===== src/rtl/interrupt_sequencer.sv =====
`default_nettype none
// ============================================================================
//  Module   : interrupt_sequencer
//  Purpose  : Priority resolution, CPU INT line, two-pulse INTA handshake,
//             vector return and EOI processing for an 8259A-style PIC.
//             Optional automatic EOI is enabled by defining INTSEQ_AEOI_EN.
//  Revision : 1.0 - initial release
// ============================================================================
module interrupt_sequencer #(
    parameter int VECTOR_BASE_W = 5
) (
    input  logic                     clk,
    input  logic                     reset_n,
    input  logic [7:0]               irq,
    input  logic                     inta_n,
    input  logic                     eoi,
    input  logic                     seoi,
    input  logic [2:0]               seoi_level,
    input  logic [VECTOR_BASE_W-1:0] vector_base,
    output logic                     int_out,
    output logic [7:0]               isr,
    output logic [7:0]               clear_irr,
    output logic [7:0]               data_out,
    output logic                     data_oe
);

    localparam logic [2:0] c_stIdle  = 3'd0;
    localparam logic [2:0] c_stPend  = 3'd1;
    localparam logic [2:0] c_stAck1  = 3'd2;
    localparam logic [2:0] c_stWait2 = 3'd3;
    localparam logic [2:0] c_stVec   = 3'd4;

    logic [2:0] r_state;
    logic [2:0] w_nextState;

    logic       r_intaCur;
    logic       r_intaPrev;
    logic       w_intaFall;
    logic       w_intaRise;

    logic [7:0] r_isr;
    logic [7:0] w_isrLowest;
    logic [7:0] w_allowed;
    logic [7:0] w_qual;
    logic [7:0] w_candOneHot;
    logic       w_candValid;
    logic [2:0] w_candLevel;

    logic [2:0] r_level;
    logic       r_spurious;
    logic       w_ackTake;
    logic [7:0] w_isrSet;
    logic [7:0] w_isrClr;
    logic [7:0] w_aeoiClr;

    logic       w_intOutNext;
    logic [7:0] w_clearIrrNext;
    logic       w_dataOeNext;
    logic [7:0] w_dataOutNext;

    logic       r_intOut;
    logic [7:0] r_clearIrr;
    logic [7:0] r_dataOut;
    logic       r_dataOe;

    // INTA edge detection runs on a registered copy so edges are seen one cycle late
    always_ff @(posedge clk or negedge reset_n) begin
        if (!reset_n) begin
            r_intaCur  <= 1'b1;
            r_intaPrev <= 1'b1;
        end else begin
            r_intaCur  <= inta_n;
            r_intaPrev <= r_intaCur;
        end
    end

    assign w_intaFall = r_intaPrev & ~r_intaCur;
    assign w_intaRise = ~r_intaPrev & r_intaCur;

    // A request qualifies only below the lowest-numbered (highest-priority) in-service level
    assign w_isrLowest  = r_isr & (~r_isr + 8'd1);
    assign w_allowed    = (r_isr == 8'd0) ? 8'hFF : (w_isrLowest - 8'd1);
    assign w_qual       = irq & w_allowed;
    assign w_candOneHot = w_qual & (~w_qual + 8'd1);
    assign w_candValid  = |w_qual;

    // Encode the winning candidate; scanning downward lets the lowest index win
    always_comb begin
        w_candLevel = 3'd7;
        for (int i = 7; i >= 0; i--) begin
            if (w_qual[i]) begin
                w_candLevel = 3'(i);
            end
        end
    end

    // FSM state register
    always_ff @(posedge clk or negedge reset_n) begin
        if (!reset_n) begin
            r_state <= c_stIdle;
        end else begin
            r_state <= w_nextState;
        end
    end

    // FSM next-state logic; INTA edges are only meaningful outside IDLE
    always_comb begin
        w_nextState = r_state;
        case (r_state)
            c_stIdle:  if (w_candValid) w_nextState = c_stPend;
            c_stPend:  if (w_intaFall)  w_nextState = c_stAck1;
            c_stAck1:  if (w_intaRise)  w_nextState = c_stWait2;
            c_stWait2: if (w_intaFall)  w_nextState = c_stVec;
            c_stVec:   if (w_intaRise)  w_nextState = c_stIdle;
            default:                    w_nextState = c_stIdle;
        endcase
    end

    assign w_ackTake = (r_state == c_stPend) && w_intaFall;
    assign w_isrSet  = (w_ackTake && w_candValid) ? w_candOneHot : 8'd0;

`ifdef INTSEQ_AEOI_EN
    // Automatic EOI retires the served level as the handshake ends
    assign w_aeoiClr = ((r_state == c_stVec) && w_intaRise && !r_spurious)
                       ? (8'd1 << r_level) : 8'd0;
`else
    assign w_aeoiClr = 8'd0;
`endif

    // EOI targets are taken from the pre-update ISR so a coincident set also lands
    assign w_isrClr = (eoi  ? w_isrLowest          : 8'd0)
                    | (seoi ? (8'd1 << seoi_level) : 8'd0)
                    | w_aeoiClr;

    // FSM output decode, computed one cycle ahead so every output is registered
    always_comb begin
        w_intOutNext   = (w_nextState == c_stPend);
        w_clearIrrNext = w_isrSet;
        w_dataOeNext   = (w_nextState == c_stVec);
        w_dataOutNext  = 8'd0;
        if (w_dataOeNext) begin
            w_dataOutNext = 8'({vector_base, r_level});
        end
    end

    // Handshake datapath: latched level, spurious flag, ISR and output registers
    always_ff @(posedge clk or negedge reset_n) begin
        if (!reset_n) begin
            r_level    <= 3'd0;
            r_spurious <= 1'b0;
            r_isr      <= 8'd0;
            r_intOut   <= 1'b0;
            r_clearIrr <= 8'd0;
            r_dataOut  <= 8'd0;
            r_dataOe   <= 1'b0;
        end else begin
            if (w_ackTake) begin
                r_level    <= w_candValid ? w_candLevel : 3'd7;
                r_spurious <= ~w_candValid;
            end
            r_isr      <= (r_isr & ~w_isrClr) | w_isrSet;
            r_intOut   <= w_intOutNext;
            r_clearIrr <= w_clearIrrNext;
            r_dataOut  <= w_dataOutNext;
            r_dataOe   <= w_dataOeNext;
        end
    end

    assign int_out   = r_intOut;
    assign isr       = r_isr;
    assign clear_irr = r_clearIrr;
    assign data_out  = r_dataOut;
    assign data_oe   = r_dataOe;

endmodule
`default_nettype wire

===== config.mk =====
export PLATFORM = sky130hd
export DESIGN_NAME = interrupt_sequencer
export DESIGN_NICKNAME = d
export VERILOG_FILES = /design/src/rtl/interrupt_sequencer.sv
export SDC_FILE = /design/constraint.sdc
export NUM_CORES = 1
export LEC_CHECK = 0
export CAP_MARGIN = 15
export CORE_ASPECT_RATIO = 1.1
export CORE_MARGIN = 2
export CORE_UTILIZATION = 49
export CTS_CLUSTER_SIZE = 16
export DETAILED_ROUTE_END_ITERATION = 10
export GPL_TIMING_DRIVEN = 1
export HOLD_SLACK_MARGIN = 0.05
export PLACE_DENSITY = 0.83
export SETUP_SLACK_MARGIN = 0.05
export SYNTH_ARGS = -nofsm -noshare
export SYNTH_HDL_FRONTEND = slang
export SYNTH_SLANG_ARGS = --single-unit

===== constraint.sdc =====
create_clock -name clk -period 2.95 [get_ports clk]
set_input_delay 0.4425 -clock clk [delete_from_list [all_inputs] [get_ports clk]]
set_output_delay 0.4425 -clock clk [all_outputs]
set_load 0.05 [all_outputs]

==> qor.csv <==
stage,metric,value,unit
detailed_routing,drtIter0Drc,26,
worst_hold_path,hold_class,register to register,
cts,cts_setup_buffers,0,
cts,cts_hold_buf,0,
critical_path,cp_max_fo,10,
critical_path,critPathMaxStageDelay,860,ps
yosys,yosys.cell_types.count,40,
detailed_routing,wire_per_inst,14.4,um
global_routing,grt_first_pass_wirelength,5600,um
sta,slew_viol_final,0,
sta,period_minus_slack,2170,ps
placement,dpl.hpwl,2430,um
cts,clock-sinks,34,
global_routing,overflow,0,
sta,slew-limit-headroom,63.3,%
cts,htreeDepth,2,
pwr,leakage,0.000904,uW
sta,setup_viol,0,
die,die_area,0.00356,mm2
yosys,ys.warnings.count,0,
global_routing,grt_pass1_vias,1259,
detailed_routing,drtAntennaViolNets,0,
cts,numCtsBuffers,5,
die,coreArea,0.00300,mm2
detailed_routing,viasPerCell,5.57,
cells_and_area,seq_area,853,um2
cells_and_area,antenna_cells,0,
sta,fmax,462,MHz
global_routing,grt_max_degree,35,
critical_path,crit_path_end_kind,output pin,
detailed_routing,routed_wl,3260,um
critical_path,critPathArrivalTime,1720,ps
sta,worstMarginPinSlew,543,ps
sta,fin_skew,7.40,ps
global_routing,antenna_found_initial,0,
yosys,muxShareOfSynthArea,0,%
placement,gp_congestion,0.858,
cells_and_area,nets,213,
die,dieHeight,62.4,um
cts,clkTransAtPathRegs,100,ps
critical_path,crit_path_start_kind,register,
sta,fin_hold_ws,407,ps
detailed_routing,dr.pass1.iters,5,
cells_and_area,syn_to_final_growth,36.9,%
job,maxCapViolations,0,
sta,finalHoldViolations,0,
pwr,power_density,614,mW/mm2
yosys,ys_seq_area_share,56.2,%
critical_path,path_cells,clkdlybuf4s50_1,
yosys,async_reset_ff_share,100,%
critical_path,crit_slowest_cell,clkdlybuf4s50_1,
yosys,syn_area,0.00152,mm2
sta,period_share,73.4,%
detailed_routing,num_vias,1265,
cts,cts_root_buf,clkbuf_4,
yosys,synthAdderAreaFrac,0,%
sta,rsz0062_at_grt,false,
critical_path,worstSetupPathType,register to output pin,
placement,place_area,0.00202,mm2
cells_and_area,nFillCells,239,
die,die_w,57.1,um
cts,cts_buffer_depth,2,
yosys,synth_compound_area_share,14.5,%
sta,setup_tns,0,ps
yosys,ys.flop_type,dfrtp_1,
die,initial_utilization,50.7,%
cells_and_area,final_cell_mix,"46 x clkdlybuf4s50_1, 32 x dfrtp_1, 11 x nand2_1",
yosys,yosys.area_share.simple,26.0,%
cells_and_area,final_common_cell,clkdlybuf4s50_1,
yosys,synth_cells,140,
cells_and_area,multi_input_area,623,um2
yosys,synth_edf_count,0,
detailed_routing,drc,0,
die,ioPinCount,47,
yosys,synth-seq-cells,34,
cts,clkLatencyLatePin,330,ps
placement,port_buffers,46,
cts,cts_resized,0,
yosys,synth-xor-area-share,0.577,%
run_status,status,completed,
die,fp-row-count,21,
yosys,syn_nets,161,
cts,cts_tree,done,
pwr,ir_worst_vdd,0.451,mV
cells_and_area,drive_gt1_share,10.9,%
critical_path,cp.required,2510,ps
cells_and_area,fin_area,0.00208,mm2
yosys,synth_top_family_by_area,simple AND/OR/NAND/NOR gates,
critical_path,critical_path_buf_inv_count,1,
critical_path,cp_top_family,buffers and inverters,
yosys,avgSynthCellArea,10.8,um2
global_routing,grtUsageTotal,20.3,%
==> routing by layer <==
layer / wire, um / up-vias / part of all wire [%] / GRT usage, %
met5: 0 / - / 0 / 0
met2: 1540 / 47 / 47 / 32.5
met3: 231 / 4 / 7.1 / 6.83
li1: - / 616 / - / -
met4: 46 / 0 / 1.4 / 6.98
met1: 1450 / 598 / 44 / 25.8
==> power by group <==
group | internal, uW | total, uW | switching (uW)
sequential | 533 | 589 | 56.6
clock | 115 | 265 | 150
combinational | 169 | 421 | 253
total | 817 | 1280 | 459
==> path summary, 6_finish.rpt <==
path	from	cells past startpoint	slack, ps	to
max	isr[0]	1	780	isr[0]
min	r_intaCur	0	410	r_intaPrev
max reg2reg	isr[0]	4	1100	isr[5]
min reg2reg	r_intaCur	0	410	r_intaPrev
max in group asynchronous	reset_n	2	2110	r_intaPrev
min in group asynchronous	reset_n	2	510	int_out
==> cell usage after synthesis, types with 2 or more instances <==
master    count  area [um2]
o21ai_0       8        40.0
dfrtp_1      32         801
and2_1        8        50.1
o211ai_1      4        30.0
nand3_1       4        20.0
inv_1         6        22.5
nand4b_1      2        17.5
nand2b_1      5        31.3
nor2_1        9        33.8
clkbuf_1      2        7.51
o31ai_1       2        15.0
o21ai_1       2        10.0
nand2_1      11        41.3
o21bai_1      2        15.0
nor4b_1       3        26.3
or4b_2        2        20.0
nor2b_1       4        25.0
o311ai_0      3        26.3
a31o_2        2        17.5
dfstp_2       2        52.6
nor3_1        7        35.0
nand3b_1      2        15.0
==> registers in the layout (all words and copies together) (netlist names) <==
| register | cells |
|---|---|
| r_intaCur | 1 |
| data_oe | 1 |
| r_state | 3 |
| data_out | 8 |
| clear_irr | 8 |
| r_level | 3 |
| r_intaPrev | 1 |
| int_out | 1 |
| isr | 8 |
==> metrics by stage <==
stage / std cells / worst slack [ps] / total power (uW) / utilization [%]
6_report: 227 / 784 / 1280 / 69.3
4_1_cts: 227 / 768 / 1290 / 69.3
3_3_place_gp: 219 / 948 / 1010 / 67.3
3_5_place_dp: 219 / 831 / 1020 / 67.3
2_1_floorplan: 140 / 915 / 875 / -
5_1_grt: 227 / 731 / 1350 / 69.3
==> logic make-up after synthesis <==
group / count (synthesis)
AOI/OAI and AO/OA: 30
xor gates and xnor gates: 1
buffers and inverters: 9
DFF: 34
and+or+nand+nor: 66
==> cell type report <==
| type | count | share of cell area, % |
|---|---|---|
| Timing Repair Buffer | 48 | 22.9 |
| Inverter | 6 | 1.08 |
| Clock buffer | 7 | 2.65 |
| Multi-Input combinational cell | 97 | 30.0 |
| Clock inverter | 1 | 0.241 |
| Sequential cell | 34 | 41.1 |
| Tap cell | 34 | 2.05 |
Note: power is estimated with default switching activity, not from simulation.
